[src/rtl/mmio_ctrl_if.sv]
// CPU data-memory request bus as seen by the MMIO block: the request fields
// come from EX, the hit flag and the registered load data go back.
interface mmio_ctrl_if;
    logic        req_valid;
    logic        req_we;
    logic [31:0] req_addr;
    logic [31:0] req_wdata;
    logic        mmio_hit;
    logic [31:0] rdata;

    modport master (
        output req_valid, req_we, req_addr, req_wdata,
        input  mmio_hit, rdata
    );

    modport slave (
        input  req_valid, req_we, req_addr, req_wdata,
        output mmio_hit, rdata
    );
endinterface

[src/rtl/mmio_ctrl.sv]
// Memory-mapped peripheral block: UART TX/RX one-entry buffers, a sticky TX
// overrun flag, and free-running cycle / retired-instruction counters.
module mmio_ctrl #(
    parameter logic [3:0] MMIO_TOP  = 4'h8,
    parameter int         CNT_WIDTH = 32
) (
    input  logic       clk,
    input  logic       rst,
    mmio_ctrl_if.slave bus,
    input  logic       inst_retire,
    output logic [7:0] uart_tx_data,
    output logic       uart_tx_valid,
    input  logic       uart_tx_ready,
    input  logic [7:0] uart_rx_data,
    input  logic       uart_rx_valid,
    output logic       uart_rx_ready
);
    localparam logic [7:0] OFF_CTRL = 8'h00;
    localparam logic [7:0] OFF_RX   = 8'h04;
    localparam logic [7:0] OFF_TX   = 8'h08;
    localparam logic [7:0] OFF_CYC  = 8'h10;
    localparam logic [7:0] OFF_INST = 8'h14;
    localparam logic [7:0] OFF_CLR  = 8'h18;

    typedef enum logic {TX_EMPTY, TX_FULL} tx_state_t;

    tx_state_t            tx_state, tx_next;
    logic [7:0]           tx_buf;
    logic [7:0]           rx_buf;
    logic                 rx_full;
    logic                 tx_overrun;
    logic                 run;
    logic [CNT_WIDTH-1:0] cyc_cnt;
    logic [CNT_WIDTH-1:0] inst_cnt;
    logic [31:0]          rd_mux;
    logic [7:0]           off;
    logic                 hit, ld_hit, st_hit;
    logic                 st_tx, st_ctrl, st_clr, ld_rx;
    logic                 tx_fire, rx_fire;
    logic                 unused_bits;

    // Address decode: only the top nibble selects the block, only [7:0] picks a register.
    assign hit          = bus.req_valid & (bus.req_addr[31:28] == MMIO_TOP);
    assign bus.mmio_hit = hit;
    assign off          = bus.req_addr[7:0];
    assign ld_hit       = hit & ~bus.req_we;
    assign st_hit       = hit &  bus.req_we;
    assign st_tx        = st_hit & (off == OFF_TX);
    assign st_ctrl      = st_hit & (off == OFF_CTRL);
    assign st_clr       = st_hit & (off == OFF_CLR);
    assign ld_rx        = ld_hit & (off == OFF_RX);
    assign unused_bits  = ^{bus.req_addr[27:8], bus.req_wdata[31:8]};

    // UART handshakes. RX ready is held low until the first edge after reset.
    assign uart_tx_valid = (tx_state == TX_FULL);
    assign uart_tx_data  = tx_buf;
    assign tx_fire       = uart_tx_valid & uart_tx_ready;
    assign uart_rx_ready = run & ~rx_full;
    assign rx_fire       = uart_rx_valid & uart_rx_ready;

    // TX buffer state register.
    always_ff @(posedge clk or negedge rst) begin
        // NOTE: sequential state uses non-blocking assignments so every flop samples pre-edge values.
        if (!rst) tx_state <= TX_EMPTY;
        else      tx_state <= tx_next;
    end

    // TX buffer next state: fill on a store while empty, drain on handshake.
    always_comb begin
        // NOTE: default first so no path leaves tx_next unassigned (no latch).
        tx_next = tx_state;
        case (tx_state)
            TX_EMPTY: if (st_tx)   tx_next = TX_FULL;
            TX_FULL:  if (tx_fire) tx_next = TX_EMPTY;
        endcase
    end

    // TX data latch and sticky overrun; a store while full is dropped.
    always_ff @(posedge clk or negedge rst) begin
        // NOTE: buffers are reset too so a byte held across reset cannot reappear.
        if (!rst) begin
            tx_buf     <= '0;
            tx_overrun <= 1'b0;
        end else begin
            if (st_tx && tx_state == TX_EMPTY) tx_buf <= bus.req_wdata[7:0];
            if (st_tx && tx_state == TX_FULL)  tx_overrun <= 1'b1;
            else if (st_ctrl)                  tx_overrun <= 1'b0;
        end
    end

    // RX buffer: accept when ready, free when software reads the data register.
    always_ff @(posedge clk or negedge rst) begin
        if (!rst) begin
            rx_buf  <= '0;
            rx_full <= 1'b0;
            run     <= 1'b0;
        end else begin
            run <= 1'b1;
            if (rx_fire) begin
                rx_buf  <= uart_rx_data;
                rx_full <= 1'b1;
            end else if (ld_rx) begin
                rx_full <= 1'b0;
            end
        end
    end

    // Counters: clear wins over increment in the same cycle; both wrap.
    always_ff @(posedge clk or negedge rst) begin
        if (!rst) begin
            cyc_cnt  <= '0;
            inst_cnt <= '0;
        end else if (st_clr) begin
            cyc_cnt  <= '0;
            inst_cnt <= '0;
        end else begin
            cyc_cnt  <= cyc_cnt + CNT_WIDTH'(1);
            inst_cnt <= inst_cnt + CNT_WIDTH'(inst_retire);
        end
    end

    // Read mux over current state; unmapped and write-only offsets read 0.
    always_comb begin
        rd_mux = '0;
        case (off)
            OFF_CTRL: rd_mux = {29'd0, tx_overrun, rx_full, tx_state == TX_EMPTY};
            OFF_RX:   rd_mux = {24'd0, rx_full ? rx_buf : 8'h00};
            OFF_CYC:  rd_mux = 32'(cyc_cnt);
            OFF_INST: rd_mux = 32'(inst_cnt);
            default:  rd_mux = '0;
        endcase
    end

    // Load data register: valid only in the cycle after a hit load, else 0.
    always_ff @(posedge clk or negedge rst) begin
        if (!rst) bus.rdata <= '0;
        else      bus.rdata <= ld_hit ? rd_mux : 32'd0;
    end
endmodule

[src/flat_wrapper.sv]
// flat-port wrapper written by rule: the top's interface ports become plain ports
module mmio_ctrl_flat 
#(
    parameter logic [3:0] MMIO_TOP  = 4'h8,
    parameter int         CNT_WIDTH = 32
)
  (clk, rst, inst_retire, uart_tx_data, uart_tx_valid, uart_tx_ready, uart_rx_data, uart_rx_valid, uart_rx_ready, bus_req_valid, bus_req_we, bus_req_addr, bus_req_wdata, bus_mmio_hit, bus_rdata);
  mmio_ctrl_if bus_i ();
  input  logic clk;
  input  logic rst;
  input  logic inst_retire;
  output logic [7:0] uart_tx_data;
  output logic uart_tx_valid;
  input  logic uart_tx_ready;
  input  logic [7:0] uart_rx_data;
  input  logic uart_rx_valid;
  output logic uart_rx_ready;
  input wire logic [$bits(bus_i.req_valid)-1:0] bus_req_valid;
  input wire logic [$bits(bus_i.req_we)-1:0] bus_req_we;
  input wire logic [$bits(bus_i.req_addr)-1:0] bus_req_addr;
  input wire logic [$bits(bus_i.req_wdata)-1:0] bus_req_wdata;
  output wire logic [$bits(bus_i.mmio_hit)-1:0] bus_mmio_hit;
  output wire logic [$bits(bus_i.rdata)-1:0] bus_rdata;
  assign bus_i.req_valid = bus_req_valid;
  assign bus_i.req_we = bus_req_we;
  assign bus_i.req_addr = bus_req_addr;
  assign bus_i.req_wdata = bus_req_wdata;
  assign bus_mmio_hit = bus_i.mmio_hit;
  assign bus_rdata = bus_i.rdata;
  mmio_ctrl #(.MMIO_TOP(MMIO_TOP), .CNT_WIDTH(CNT_WIDTH)) u_core (.clk(clk), .rst(rst), .bus(bus_i), .inst_retire(inst_retire), .uart_tx_data(uart_tx_data), .uart_tx_valid(uart_tx_valid), .uart_tx_ready(uart_tx_ready), .uart_rx_data(uart_rx_data), .uart_rx_valid(uart_rx_valid), .uart_rx_ready(uart_rx_ready));
endmodule
[config.mk]
export PLATFORM = sky130hd
export DESIGN_NAME = mmio_ctrl_flat
export DESIGN_NICKNAME = d
export VERILOG_FILES = /design/src/rtl/mmio_ctrl_if.sv /design/src/rtl/mmio_ctrl.sv /design/src/flat_wrapper.sv
export SDC_FILE = /design/constraint.sdc
export NUM_CORES = 1
export LEC_CHECK = 0
export BUFFER_PORTS_ARGS = -buffer_cell sky130_fd_sc_hd__buf_2
export CAP_MARGIN = 15
export CORE_MARGIN = 3
export CORE_UTILIZATION = 45
export DETAILED_ROUTE_END_ITERATION = 8
export GPL_ROUTABILITY_DRIVEN = 0
export PLACE_DENSITY = 0.74
export SLEW_MARGIN = 0
export SYNTH_ARGS = -nofsm -noshare
export SYNTH_HDL_FRONTEND = slang
export SYNTH_SLANG_ARGS = --single-unit
[constraint.sdc]
create_clock -name clk -period 2.3 [get_ports clk]
set_input_delay 0.46 -clock clk [delete_from_list [all_inputs] [get_ports clk]]
set_output_delay 0.46 -clock clk [all_outputs]
set_load 0.01 [all_outputs]
==> flow_metrics.py, run 1 <==
metrics = {
    "worst_hold_path": {
        "hold_path_class": "in2async",
    },
    "cells_and_area": {
        "n_antenna_cell": 0,
        "design_area_mm2": 0.00679,
        "fillers": 909,
        "drive_gt1_share_pct": 25.3,
        "layout.cells.most_common_list": "116 x dfrtp_1, 76 x buf_2, 60 x nor2_1",
        "area_growth_pct": 23.4,
        "ff_latch_area_mm2": 0.00290,
        "final_cells": 779,
        "final_common_cell": "dfrtp_1",
        "fin_nets": 705,
        "multiInputGateArea_mm2": 0.00244,
    },
    "floorplanning": {
        "start_util_pct": 47.2,
        "die_y_um": 117,
        "io_pins": 122,
        "core_area_mm2": 0.0117,
        "die_w_um": 117,
        "rows": 39,
        "dieArea_mm2": 0.0136,
    },
    "critical_path": {
        "crit_path_end_kind": "register",
        "path_cells": "buf_2 > or4_4 > or4_4 > or3_1 > buf_4 > mux2_4",
        "cp_slowest_cell": "or4_4",
        "cp-start-kind": "input port",
        "crit_buf_inv": 2,
        "r2r_cells": 4,
        "critPathLaunch": "bus_req_addr[7]",
        "r2r-start": "u_core.inst_cnt[13]",
        "critPathMaxFanout": 9,
        "crit_arrival_ns": 2.42,
        "r2r_slack_ns": 0.22,
        "critPathMaxStageDelay_ns": 0.53,
        "crit_path_frequent_cell": "or4_4",
        "worstPathRequired_ns": 2.60,
        "crit_type": "in2reg",
        "crit_family": "simple AND/OR/NAND/NOR gates",
        "rr_endpoint": "u_core.inst_cnt[31]",
    },
    "synth": {
        "synth_nets": 615,
        "yosys_register_bits": 116,
        "synth_flop_cell": "dfrtp_1",
        "async_flop_share_pct": 100,
        "synth.distinct_cells": 44,
        "synthesis.area_mm2": 0.00550,
        "ys_seq_area_share_pct": 52.7,
        "yosysWarnings": 0,
        "synth_edf_count": 0,
        "syn_area_per_cell_um2": 10.3,
        "netlist_instances": 533,
    },
    "drt": {
        "vias": 4606,
        "wl_met2_mm": 6.68,
        "wl_mm": 13.0,
        "remaining_drc_errors": 0,
        "drt_iter0_drc": 429,
        "viasPerCell": 5.91,
        "top_layer": "met4",
        "antenna_left": 0,
        "wl_met3_um": 522,
        "wire_per_inst_um": 16.7,
        "drt_first_pass_iters": 5,
        "wl_met1_mm": 5.48,
    },
    "clocking": {
        "clk_pin_slew_worst_paths_ns": 0.06,
        "postCtsSetupBuffers": 0,
        "clock_sinks": 116,
        "clockBufferDepth": 2,
        "cts_resized": 0,
        "cts_tree": "done",
        "clkLatencyLatePin_ns": 0.41,
        "cts_root_buffer": "clkbuf_16",
        "h-tree-depth": 4,
        "hold_buffers": 0,
        "cts_made_buffers": 17,
    },
    "timing": {
        "worstMarginPinSlew_ns": 0.509,
        "setup_ws_ns": 0.179,
        "timing_hold_violations_final": 0,
        "fmax_ghz": 0.471,
        "fin_hold_ws_ns": 0.0123,
        "period_needed_ns": 2.12,
        "slew_headroom_pct": 66.1,
        "final-max-slew-violation-count": 0,
        "rsz0062_at_grt": "false",
        "finalSetupViolations": 0,
        "skew_ns": 0.00756,
        "timing.setup.tns_ns": 0,
        "fin_crit_sh_pct": 92.2,
    },
    "power_and_ir_drop": {
        "power_density_mw_per_mm2": 808,
        "p_leak_nw": 3.02,
        "ir_drop_mv": 0.509,
    },
    "placement": {
        "dp_cells": 747,
        "dp_slack_ns": -0.248,
        "port_buffers": 77,
        "dp_hpwl_mm": 9.18,
        "placed_cell_area_mm2": 0.00619,
    },
    "global_routing": {
        "gr-usage-all-layers_pct": 20.1,
        "grt_pass1_vias": 4514,
        "antenna_found_initial": 0,
        "grt_max_degree": 58,
        "grt_pass1_wl_mm": 21.7,
        "grt-ovfl-total": 0,
    },
    "job": {
        "cap_viol_max_count": 0,
    },
    "status": {
        "status": "finished, final reports clean",
    },
}
final cells by class:
cell class,instances,area share (%)
timing repair buffer,105,9.36
tap,143,2.63
clock buffer,18,6.47
multi-input combinational,375,35.9
clock inverter,14,2.43
inverter,8,0.442
sequential,116,42.7
cell usage after synthesis (2+ instances only):
cell / instances / area (um^2)
o21ai_0: 16 / 80.1
and3_1: 7 / 43.8
a22oi_1: 24 / 180
buf_6: 2 / 22.5
nor4_1: 5 / 31.3
o21bai_1: 2 / 15.0
or3_1: 15 / 93.8
inv_1: 7 / 26.3
mux2i_1: 8 / 80.1
and2_1: 7 / 43.8
xnor2_1: 4 / 35.0
dfrtp_1: 116 / 2900
nor2b_1: 5 / 31.3
nand2_1: 22 / 82.6
nor3_1: 2 / 10.0
ha_1: 3 / 37.5
a41oi_1: 4 / 35.0
or4_4: 2 / 22.5
xor2_1: 20 / 175
nand3_1: 24 / 120
a31oi_1: 2 / 12.5
clkbuf_1: 28 / 105
and4_1: 10 / 87.6
a21oi_1: 34 / 170
nand4_1: 26 / 163
or4_1: 21 / 158
o31a_1: 2 / 17.5
o31ai_1: 19 / 143
buf_2: 3 / 15.0
a211oi_1: 3 / 22.5
mux2_2: 10 / 113
nor2_1: 61 / 229
mux2_4: 8 / 120
metal layers:
metal / track usage, % / vias to the layer above
met5: 0 / -
met4: 8.26 / 0
met3: 3.94 / 33
met2: 33.0 / 128
met1: 26.3 / 2270
li1: - / 2175
sequential cells by signal (all words and copies together), names as in the netlist:
register	flops
u_core.bus.rdata	32
u_core.cyc_cnt	32
u_core.inst_cnt	32
u_core.run	1
u_core.rx_buf	8
u_core.rx_full	1
u_core.tx_overrun	1
u_core.uart_tx_data	8
u_core.uart_tx_valid	1
worst max-delay path by stage:
stage / end / slack, ns / cells past startpoint
detailed placement: u_core.uart_tx_data[4] / -0.25 / 6
floorplan: u_core.uart_tx_data[0] / -0.22 / 6
global route: u_core.cyc_cnt[30] / 0.04 / 4
CTS: u_core.uart_tx_data[6] / 0.18 / 6
finish: u_core.uart_tx_data[6] / 0.18 / 6
global placement: u_core.uart_tx_data[7] / -0.22 / 6
where the power goes:
| part | total [mW] | switching [mW] | internal [mW] | leakage, nW |
|---|---|---|---|---|
| clock network | 2.66 | 1.01 | 1.66 | 0.291 |
| registers | 2.37 | 0.172 | 2.20 | 1.54 |
| logic | 0.456 | 0.233 | 0.223 | 1.19 |
| total | 5.49 | 1.41 | 4.08 | 3.02 |
worst register-to-register path: cells and delay by family (launching register included):
kind	cells	cell delay, ns
AOI/OAI and AO/OA	1	0.16
DFF	1	0.45
and+or+nand+nor	3	1.39
cell families after synthesis:
group | synth area share, %
AOI/OAI and AO/OA | 13.1
xor gates and xnor gates | 3.82
muxes | 5.68
adders and majority gates | 0.682
buffers and inverters | 3.21
DFF | 52.7
other | 0.0681
and+or+nand+nor | 20.7
through the flow:
step                      util [%]  power [mW]
after floorplan                  -        2.65
after global placement        53.1        2.82
after detailed placement      53.1        2.85
after CTS                     58.2        5.52
after global routing          58.2        5.73
final                         58.2        5.49
No activity file was read; power rests on OpenSTA's default activity.
==> run 2, diff against run 1 <==
--- a/config.mk
+++ b/config.mk
@@ -11,7 +11,8 @@
 export CORE_UTILIZATION = 45
 export DETAILED_ROUTE_END_ITERATION = 8
 export GPL_ROUTABILITY_DRIVEN = 0
-export PLACE_DENSITY = 0.74
+export MAX_ROUTING_LAYER = met4
+export PLACE_DENSITY = 0.77
 export SLEW_MARGIN = 0
 export SYNTH_ARGS = -nofsm -noshare
 export SYNTH_HDL_FRONTEND = slang
==> constraint.sdc (replaced) <==
create_clock -name clk -period 1.89 [get_ports clk]
set_input_delay 0.378 -clock clk [delete_from_list [all_inputs] [get_ports clk]]
set_output_delay 0.378 -clock clk [all_outputs]
set_load 0.01 [all_outputs]
==> flow_metrics.py, run 2 (synthesis results as in run 1) <==
metrics = {
    "global_routing": {
        "antenna_found_initial": 0,
        "grt_pass1_wl_mm": 23.6,
        "grt_pass1_vias": 4876,
        "grt_max_degree": 39,
        "gr-usage-all-layers_pct": 22.7,
        "grt-ovfl-total": 0,
    },
    "floorplanning": {
        "core_area_mm2": 0.0117,
        "dieArea_mm2": 0.0136,
        "die_w_um": 117,
        "io_pins": 122,
        "die_y_um": 117,
        "start_util_pct": 47.2,
        "rows": 39,
    },
    "critical_path": {
        "crit_buf_inv": 2,
        "r2r_slack_ns": 0.05,
        "cp.depth": 6,
        "cp-start-kind": "input port",
        "r2r-start": "u_core.cyc_cnt[3]",
        "r2r_cells": 4,
        "cp_slowest_cell": "or4_4",
        "path_cells": "buf_6 > or4_4 > or4_4 > or3_4 > buf_6 > mux2_4",
        "critPathMaxStageDelay_ns": 0.53,
        "rr_endpoint": "u_core.cyc_cnt[31]",
        "crit_type": "in2reg",
        "critPathMaxFanout": 5,
        "crit_path_end_kind": "register",
        "worstPathRequired_ns": 2.18,
        "crit_family": "simple AND/OR/NAND/NOR gates",
        "crit_arrival_ns": 2.33,
    },
    "drt": {
        "remaining_drc_errors": 0,
        "vias": 4932,
        "antenna_left": 0,
        "drt_first_pass_iters": 5,
        "drt_iter0_drc": 487,
        "wl_mm": 14.8,
        "viasPerCell": 6.03,
        "wire_per_inst_um": 18.1,
    },
    "timing": {
        "fmax_ghz": 0.490,
        "fin_crit_sh_pct": 108,
        "slew_headroom_pct": 65.2,
        "fin_hold_ws_ns": 0.157,
        "timing.setup.tns_ns": -1.10,
        "period_needed_ns": 2.04,
        "finalSetupViolations": 8,
        "rsz0062_at_grt": "true",
        "timing_hold_violations_final": 0,
        "final-max-slew-violation-count": 0,
        "skew_ns": 0.00604,
        "setup_ws_ns": -0.151,
        "worstMarginPinSlew_ns": 0.522,
    },
    "clocking": {
        "clkLatencyLatePin_ns": 0.41,
        "cts_root_buffer": "clkbuf_16",
        "cts_made_buffers": 17,
        "clock_sinks": 116,
        "cts_tree": "done",
        "h-tree-depth": 4,
        "clk_pin_slew_worst_paths_ns": 0.05,
        "clockBufferDepth": 2,
    },
    "cells_and_area": {
        "fillers": 894,
        "drive_gt1_share_pct": 31.6,
        "n_antenna_cell": 0,
        "area_growth_pct": 31.8,
        "multiInputGateArea_mm2": 0.00248,
        "final_common_cell": "dfrtp_1",
        "final_cells": 818,
        "layout.cells.most_common_list": "113 x dfrtp_1, 74 x buf_2, 60 x nor2_1",
        "ff_latch_area_mm2": 0.00291,
        "fin_nets": 745,
        "reg.largest.list": "u_core.bus.rdata: 32 flops, u_core.cyc_cnt: 32 flops, u_core.inst_cnt: 32 flops",
    },
    "power_and_ir_drop": {
        "power_frac_clock_pct": 48.5,
        "combPwrFrac_pct": 10.6,
        "p_sw_share_pct": 24.1,
        "power_density_mw_per_mm2": 955,
        "p_leak_nw": 3.27,
        "seqPwrFrac_pct": 40.9,
        "power.total_mw": 6.93,
        "ir_drop_mv": 0.611,
        "internal-power_mw": 5.26,
        "p_switching_mw": 1.67,
    },
    "worst_hold_path": {
        "min_from": "uart_tx_ready",
        "hold_path_class": "in2reg",
        "holdPathStages": 2,
        "worstHoldEndpoint": "u_core.uart_tx_valid",
    },
    "status": {
        "violations": "negative setup slack",
        "status": "finished, violations left",
    },
    "placement": {
        "dp_cells": 779,
        "dp_hpwl_mm": 9.89,
        "port_buffers": 77,
    },
    "job": {
        "cap_viol_max_count": 0,
    },
}
-- run 2: power groups by stage --
stage | registers, mW | clock network [mW] | logic, mW
4_1_cts | 2.82 | 3.39 | 0.730
6_report | 2.83 | 3.36 | 0.735
3_3_place_gp | 2.85 | 0 | 0.686
5_1_grt | 2.86 | 3.51 | 0.813
3_5_place_dp | 2.87 | 0 | 0.718
2_1_floorplan | 2.86 | 0 | 0.361
-- run 2: routing by layer --
metal / part of all wire (%) / track usage [%] / wire (um)
met1: 41 / 27.4 / 6080
met2: 52 / 37.1 / 7700
met3: 4.7 / 5.03 / 697
met4: 2.1 / 8.87 / 310
met5: 0 / - / 0
-- run 2: final cells by class --
| type | instances | share of cell area [%] |
|---|---|---|
| tap | 143 | 2.47 |
| clock inverter | 13 | 2.54 |
| sequential | 116 | 40.1 |
| multi-input combinational | 375 | 34.2 |
| clock buffer | 18 | 6.06 |
| timing repair buffer | 145 | 14.2 |
| inverter | 8 | 0.414 |
-- run 2: how the worst max path moves through the flow --
stage                                  end       startpoint  slack [ns]
floorplan           u_core.uart_tx_data[0]  bus_req_addr[7]       -0.55
global placement    u_core.uart_tx_data[7]  bus_req_addr[7]       -0.55
detailed placement  u_core.uart_tx_data[6]  bus_req_addr[7]       -0.57
CTS                 u_core.uart_tx_data[6]  bus_req_addr[7]       -0.13
global route        u_core.uart_tx_data[6]  bus_req_addr[0]       -0.16
finish              u_core.uart_tx_data[6]  bus_req_addr[0]       -0.15
-- run 2: metrics by stage --
step           util, %  setup WS (ns)  area, um^2
6_report          62.2         -0.151        7250
3_3_place_gp      55.5         -0.545        6480
3_5_place_dp      55.5         -0.575        6480
2_1_floorplan        -         -0.552        5510
4_1_cts           61.2         -0.127        7140
5_1_grt           62.2         -0.155        7250
-- run 2: timing repair --
action | 4_1_cts | 5_1_grt
gates cloned | 1 | 1
pin swaps | 0 | 2
resized for setup | 6 | 15
hold buffers | 1 | 0
setup endpoints to repair | 10 | 60
buffers inserted | 0 | 5
hold endpoints to repair | 33 | 0
